### src/rtl/rst_sequencer_pkg.sv
// Purpose: shared types for the staged reset sequencer (FSM states, reset causes, helpers).
// Latency: n/a (types only).
// Backpressure: n/a (types only).
package rst_sequencer_pkg;

  // Sequencer states. The encoding 2'd3 is unused and recovers to ST_ASSERT.
  typedef enum logic [1:0] {
    ST_ASSERT  = 2'd0,
    ST_RELEASE = 2'd1,
    ST_RUN     = 2'd2
  } state_e;

  // Cause of the most recent reset, as reported on rst_cause_o.
  typedef enum logic [1:0] {
    CAUSE_POR = 2'd0,
    CAUSE_SW  = 2'd1,
    CAUSE_WDT = 2'd2
  } cause_e;

  // Larger of two parameter values, used to size the shared sequence counter.
  function automatic int unsigned max_u(input int unsigned a, input int unsigned b);
    return (a > b) ? a : b;
  endfunction

endpackage

### src/rtl/rst_sequencer_wdt.sv
// Purpose: watchdog counter that flags a missed service window while the system runs.
// Latency: timeout_o is high in the cycle the count sits at TIMEOUT-1 with no kick/clear.
// Backpressure: none; enable, kick and clear are sampled every edge.
//
// Ports:
//   clk_i      system clock
//   rst_i      synchronous active-high reset, clears the count
//   en_i       count enable
//   kick_i     service pulse, clears the count and suppresses a pending timeout
//   clr_i      clear request from the sequencer (not running, or a reset is starting)
//   timeout_o  one-cycle pulse when the count expires
module rst_sequencer_wdt #(
  parameter int unsigned TIMEOUT = 1024
) (
  input  logic clk_i,
  input  logic rst_i,
  input  logic en_i,
  input  logic kick_i,
  input  logic clr_i,
  output logic timeout_o
);

  localparam int unsigned    CW   = $clog2(TIMEOUT) + 1;
  localparam logic [CW-1:0]  LAST = CW'(TIMEOUT - 1);

  logic [CW-1:0] cnt_q;
  logic [CW-1:0] cnt_d;

  // A kick, a clear or a disabled watchdog in the expiry cycle all mask the
  // pulse, so the kick-beats-timeout rule falls out of this one expression.
  assign timeout_o = en_i && !kick_i && !clr_i && (cnt_q == LAST);

  always_comb begin
    cnt_d = cnt_q;
    if (clr_i || kick_i || !en_i || timeout_o) begin
      // Clearing on the expiry cycle itself keeps the pulse to a single cycle
      // and leaves the count at zero when the sequencer leaves RUN.
      cnt_d = '0;
    end else if (cnt_q != LAST) begin
      cnt_d = cnt_q + 1'b1;
    end
  end

  always_ff @(posedge clk_i) begin
    if (rst_i) begin
      cnt_q <= '0;
    end else begin
      cnt_q <= cnt_d;
    end
  end

endmodule

### src/rtl/rst_sequencer.sv
// Purpose: staged reset sequencer with software and watchdog reset sources.
// Latency: all outputs are registered; an input change is visible after one edge.
// Backpressure: none; requests are sampled every edge, software requests during ASSERT are dropped.
//
// Ports:
//   clk_i         system clock
//   rst_i         synchronous active-high reset (power-on), overrides every other input
//   sw_rst_req_i  software reset request, acted on in RELEASE and RUN
//   wdt_en_i      watchdog enable
//   wdt_kick_i    watchdog service pulse
//   rst_stage_o   per-stage active-high reset, bit 0 released first
//   rst_done_o    all stages released
//   rst_cause_o   cause of the last reset: 0=POR, 1=SW, 2=WDT
//   busy_o        sequence in progress (inverse of rst_done_o)
module rst_sequencer #(
  parameter int unsigned N_STAGES      = 4,
  parameter int unsigned ASSERT_CYCLES = 8,
  parameter int unsigned STAGE_DLY     = 16,
  parameter int unsigned WDT_TIMEOUT   = 1024
) (
  input  logic                clk_i,
  input  logic                rst_i,
  input  logic                sw_rst_req_i,
  input  logic                wdt_en_i,
  input  logic                wdt_kick_i,
  output logic [N_STAGES-1:0] rst_stage_o,
  output logic                rst_done_o,
  output logic [1:0]          rst_cause_o,
  output logic                busy_o
);

  import rst_sequencer_pkg::*;

  // One counter serves both the hold time in ASSERT and the inter-stage gap
  // in RELEASE, so it is sized for the larger of the two.
  localparam int unsigned          CNT_MAX     = max_u(ASSERT_CYCLES, STAGE_DLY);
  localparam int unsigned          CNT_W       = $clog2(CNT_MAX) + 1;
  localparam logic [CNT_W-1:0]     ASSERT_LAST = CNT_W'(ASSERT_CYCLES - 1);
  localparam logic [CNT_W-1:0]     STAGE_LAST  = CNT_W'(STAGE_DLY - 1);
  localparam logic [N_STAGES-1:0]  ALL_ON      = {N_STAGES{1'b1}};

  state_e               state_q, state_d;
  logic [CNT_W-1:0]     cnt_q, cnt_d;
  logic [N_STAGES-1:0]  stage_q, stage_d;
  logic                 done_q, done_d;
  logic                 busy_q, busy_d;
  cause_e               cause_q, cause_d;

  logic [CNT_W-1:0]     cnt_inc;
  logic [N_STAGES-1:0]  stage_next;
  logic                 wdt_clr;
  logic                 wdt_timeout;

  // The watchdog only runs in RUN. A software request also clears it so that
  // a simultaneous timeout is masked and the software cause is reported.
  assign wdt_clr = (state_q != ST_RUN) || sw_rst_req_i;

  rst_sequencer_wdt #(
    .TIMEOUT (WDT_TIMEOUT)
  ) u_wdt (
    .clk_i     (clk_i),
    .rst_i     (rst_i),
    .en_i      (wdt_en_i),
    .kick_i    (wdt_kick_i),
    .clr_i     (wdt_clr),
    .timeout_o (wdt_timeout)
  );

  // Saturating increment: the counter is always cleared before it could
  // reach its ceiling, but it must never wrap if that assumption breaks.
  assign cnt_inc = (cnt_q == '1) ? cnt_q : cnt_q + 1'b1;

  // Stages release low bit first: shifting a zero in from the bottom turns
  // 1111 -> 1110 -> 1100 -> 1000 -> 0000, and a released bit can never
  // come back except through the all-ones load on entry to ASSERT.
  assign stage_next = stage_q << 1;

  always_comb begin
    state_d = state_q;
    cnt_d   = cnt_q;
    stage_d = stage_q;
    done_d  = done_q;
    cause_d = cause_q;

    case (state_q)
      ST_ASSERT: begin
        // Software requests are deliberately ignored here: the hold time
        // already in progress is not restarted.
        if (cnt_q == ASSERT_LAST) begin
          cnt_d   = '0;
          stage_d = stage_next;
          if (stage_next == '0) begin
            state_d = ST_RUN;
            done_d  = 1'b1;
          end else begin
            state_d = ST_RELEASE;
          end
        end else begin
          cnt_d = cnt_inc;
        end
      end

      ST_RELEASE: begin
        if (sw_rst_req_i) begin
          state_d = ST_ASSERT;
          cnt_d   = '0;
          stage_d = ALL_ON;
          cause_d = CAUSE_SW;
        end else if (cnt_q == STAGE_LAST) begin
          cnt_d   = '0;
          stage_d = stage_next;
          if (stage_next == '0) begin
            state_d = ST_RUN;
            done_d  = 1'b1;
          end
        end else begin
          cnt_d = cnt_inc;
        end
      end

      ST_RUN: begin
        // Software takes priority; wdt_timeout is already masked by wdt_clr
        // in that case, the ordering here just makes the intent explicit.
        if (sw_rst_req_i || wdt_timeout) begin
          state_d = ST_ASSERT;
          cnt_d   = '0;
          stage_d = ALL_ON;
          done_d  = 1'b0;
          cause_d = sw_rst_req_i ? CAUSE_SW : CAUSE_WDT;
        end
      end

      default: begin
        // Unused encoding: restart the sequence from a safe point.
        state_d = ST_ASSERT;
        cnt_d   = '0;
        stage_d = ALL_ON;
        done_d  = 1'b0;
      end
    endcase

    busy_d = ~done_d;
  end

  always_ff @(posedge clk_i) begin
    if (rst_i) begin
      state_q <= ST_ASSERT;
      cnt_q   <= '0;
      stage_q <= ALL_ON;
      done_q  <= 1'b0;
      busy_q  <= 1'b1;
      cause_q <= CAUSE_POR;
    end else begin
      state_q <= state_d;
      cnt_q   <= cnt_d;
      stage_q <= stage_d;
      done_q  <= done_d;
      busy_q  <= busy_d;
      cause_q <= cause_d;
    end
  end

  assign rst_stage_o = stage_q;
  assign rst_done_o  = done_q;
  assign busy_o      = busy_q;
  assign rst_cause_o = cause_q;

endmodule

### config.mk
export PLATFORM = sky130hd
export DESIGN_NAME = rst_sequencer
export DESIGN_NICKNAME = d
export VERILOG_FILES = /design/src/rtl/rst_sequencer_pkg.sv /design/src/rtl/rst_sequencer_wdt.sv /design/src/rtl/rst_sequencer.sv
export SDC_FILE = /design/constraint.sdc
export NUM_CORES = 1
export LEC_CHECK = 0
export CORE_AREA = 3 3 48 71
export DETAILED_ROUTE_END_ITERATION = 12
export DIE_AREA = 0 0 51 74
export HOLD_SLACK_MARGIN = 0.08
export PLACE_DENSITY_LB_ADDON = 0.05
export SETUP_SLACK_MARGIN = 0.2
export SLEW_MARGIN = 10
export SYNTH_ARGS = -nofsm -noshare
export SYNTH_HDL_FRONTEND = slang
export SYNTH_HIERARCHICAL = 1
export SYNTH_SLANG_ARGS = --single-unit
### constraint.sdc
create_clock -name clk_i -period 4.2 [get_ports clk_i]
set_clock_uncertainty 0.05 [all_clocks]
set_input_delay 1.26 -clock clk_i [delete_from_list [all_inputs] [get_ports clk_i]]
set_output_delay 1.26 -clock clk_i [all_outputs]
set_load 0.02 [all_outputs]
==> results.json <==
{
  "ys_seq_area_share_pct": 41.1,
  "dp_hpwl_um": 1990,
  "fin_area_mm2": 0.00147,
  "synth_top_area_share_pct": 41.1,
  "report.final.slew_viol_count": 0,
  "ir_drop_uv": 199,
  "arrival_ps": 3520,
  "hold_ws_ps": 414,
  "n_antenna_cell": 0,
  "power_frac_comb_pct": 4.7,
  "top_layer": "met4",
  "grt_max_degree": 17,
  "multi_input_area_um2": 694,
  "fmax_ghz": 0.291,
  "synth.most_common_cell": "dfxtp_1",
  "hold_viol": 0,
  "nNetsFinal": 168,
  "yosysWarnings": 6,
  "first_iter_violations": 27,
  "numCtsBuffers": 3,
  "clockPowerShare_pct": 37.6,
  "rrSetupSlack_ps": 1740,
  "htree_levels": 1,
  "yosys-top-cells-area": "dfxtp_1, nor2_1, xnor2_1, nand2_1, mux2i_1",
  "setup_viol": 0,
  "dr.pass1.iters": 4,
  "postCtsSetupBuffers": 0,
  "p_int_uw": 342,
  "status": "complete, no violations",
  "cts_resized": 0,
  "rsz0062_at_grt": "false",
  "wl_per_cell_um": 13.2,
  "start_util_pct": 43.5,
  "grt-ovfl-total": 0,
  "worst_pin_slew_ps": 551,
  "drive_above_1_share_pct": 9.38,
  "via_count": 1042,
  "synth_area_mm2": 0.00127,
  "clk_latency_ps": 270,
  "synth_cell_types": 42,
  "vias_per_cell": 5.24,
  "wl_met2_um": 1360,
  "nFillCells": 300,
  "max_cap_violations": 0,
  "fp.dieH_um": 74,
  "synth_commonest_cells": "dfxtp_1, nor2_1, nand2_1",
  "placeableCoreArea_mm2": 0.00291,
  "synth_fp_nets": 155,
  "relSlewSlack_pct": 63.0,
  "synth_edf_count": 0,
  "grt_pass1_wl_um": 4510,
  "seqPwrFrac_pct": 57.7,
  "p_leak_uw": 0.000526,
  "ioPinCount": 13,
  "cp-end-kind": "register",
  "setup_tns_ps": 0,
  "drcViolationCount": 0,
  "utilization_pct": 50.4,
  "dieWidth_um": 51,
  "area_delta_synth_final_pct": 16.0,
  "power-per-cell-area_mw_per_mm2": 297,
  "synth_cells": 148,
  "grt_pass1_vias": 1009,
  "yosys.area.top_type": "dfxtp_1",
  "min_period_ps": 3430,
  "ys.flop_type": "dfxtp_1",
  "cts_root_buffer": "clkbuf_8",
  "holdCritPathClass": "register to register",
  "path_clk_slew_ps": 90,
  "final_antenna_net_count": 0,
  "syn_area_per_cell_um2": 8.56,
  "min_period_over_period_pct": 81.7,
  "switchingPower_uw": 94.1,
  "grt_usage_pct": 15.3,
  "antenna_found_initial": 0,
  "start_kind": "input pin",
  "wl_um": 2630,
  "clock-sinks": 26,
  "crit_fanout": 11,
  "ff_latch_area_um2": 520,
  "place_congestion": 0.789,
  "cts_buffer_depth": 2,
  "met1Wirelength_um": 1200,
  "portBuffers": 12,
  "switching_share_pct": 21.6,
  "path_class": "input pin to register",
  "die_area_mm2": 0.00377,
  "cts_tree": "done",
  "cts_hold_buffers": 0,
  "place_area_mm2": 0.00141,
  "ys_ff_latch": 26,
  "async_reset_ff_share_pct": 0,
  "met3_length_um": 52,
  "critPathRequiredTime_ps": 4290,
  "std_cell_rows": 24
}
## placed cells by master (no fill, tap or decap), types with 2 or more instances in the layout
master           instances
a211oi_1                 2
a21oi_1                  7
and3_1                   2
buf_4                    2
clkbuf_8                 4
clkdlybuf4s50_1         12
dfxtp_1                 26
ha_1                     2
inv_1                    3
mux2i_1                  4
nand2_1                 13
nand2b_1                 2
nand3_1                  4
nand3b_1                 2
nand4_1                  2
nor2_1                  25
nor2b_1                  2
nor3_1                   7
o21ai_0                  5
o22a_1                   2
o22ai_1                  2
xnor2_1                  7
xor2_1                   3
## area by class of cell
cell class / instances / area share (%)
multi-input combinational: 112 / 47.3
inverter: 4 / 1.02
timing repair buffer: 14 / 9.20
sequential: 26 / 35.4
clock buffer: 4 / 3.75
tap: 39 / 3.32
## power by group through the flow
stage,registers (uW),logic (uW),clock network [uW]
2_1_floorplan,257,13.7,0
3_3_place_gp,257,20.1,0
3_5_place_dp,257,20.6,0
4_1_cts,252,20.6,170
5_1_grt,252,22.7,175
6_report,252,20.4,164
## kinds of logic (layout without fill, tap and decap cells)
logic type | Yosys count | after routing | synth area share (%)
flops | 26 | 26 | 41.1
xor+xnor | 10 | 10 | 6.92
buf+inv | 10 | 22 | 4.05
mux | 4 | 4 | 3.16
fa+ha+maj | 2 | 2 | 1.98
compound gates | 29 | 29 | 16.6
simple gates | 67 | 67 | 26.2
## flip-flops by register name, indices dropped and copies added, names as in the netlist
name and flops:
u_wdt/cnt_q 11, cnt_q 5, rst_stage_o 4, rst_done_o 1, rst_cause_o 2, busy_o 1
state_q 2
## layer usage
| layer | GRT usage [%] | vias to the layer above |
|---|---|---|
| li1 | - | 543 |
| met1 | 18.3 | 484 |
| met2 | 28.0 | 13 |
| met3 | 1.80 | 2 |
| met4 | 5.39 | 0 |
| met5 | 0 | - |
## final timing paths
check,startpoint,end,cells past startpoint
hold / removal,u_wdt/cnt_q[0],u_wdt/cnt_q[0],1
setup / recovery,sw_rst_req_i,rst_stage_o[0],8
setup reg to reg,state_q[1],rst_stage_o[0],7
hold reg to reg,u_wdt/cnt_q[0],u_wdt/cnt_q[0],1
## stage by stage
stage	worst slack [ps]	total power, uW	std cells
3_3_place_gp	535	277	195
4_1_cts	756	442	199
5_1_grt	602	450	199
2_1_floorplan	886	270	148
3_5_place_dp	475	278	195
6_report	767	436	199
## critical path, cell delays in order
cell and delay (ps):
clkdlybuf4s50_1 570, or3b_4 470, or3b_1 420, nor3_1 200, o21ai_0 110, a21oi_1 240, nor2_2 120, mux2i_1 140
Power figures use the tool's default switching activity.
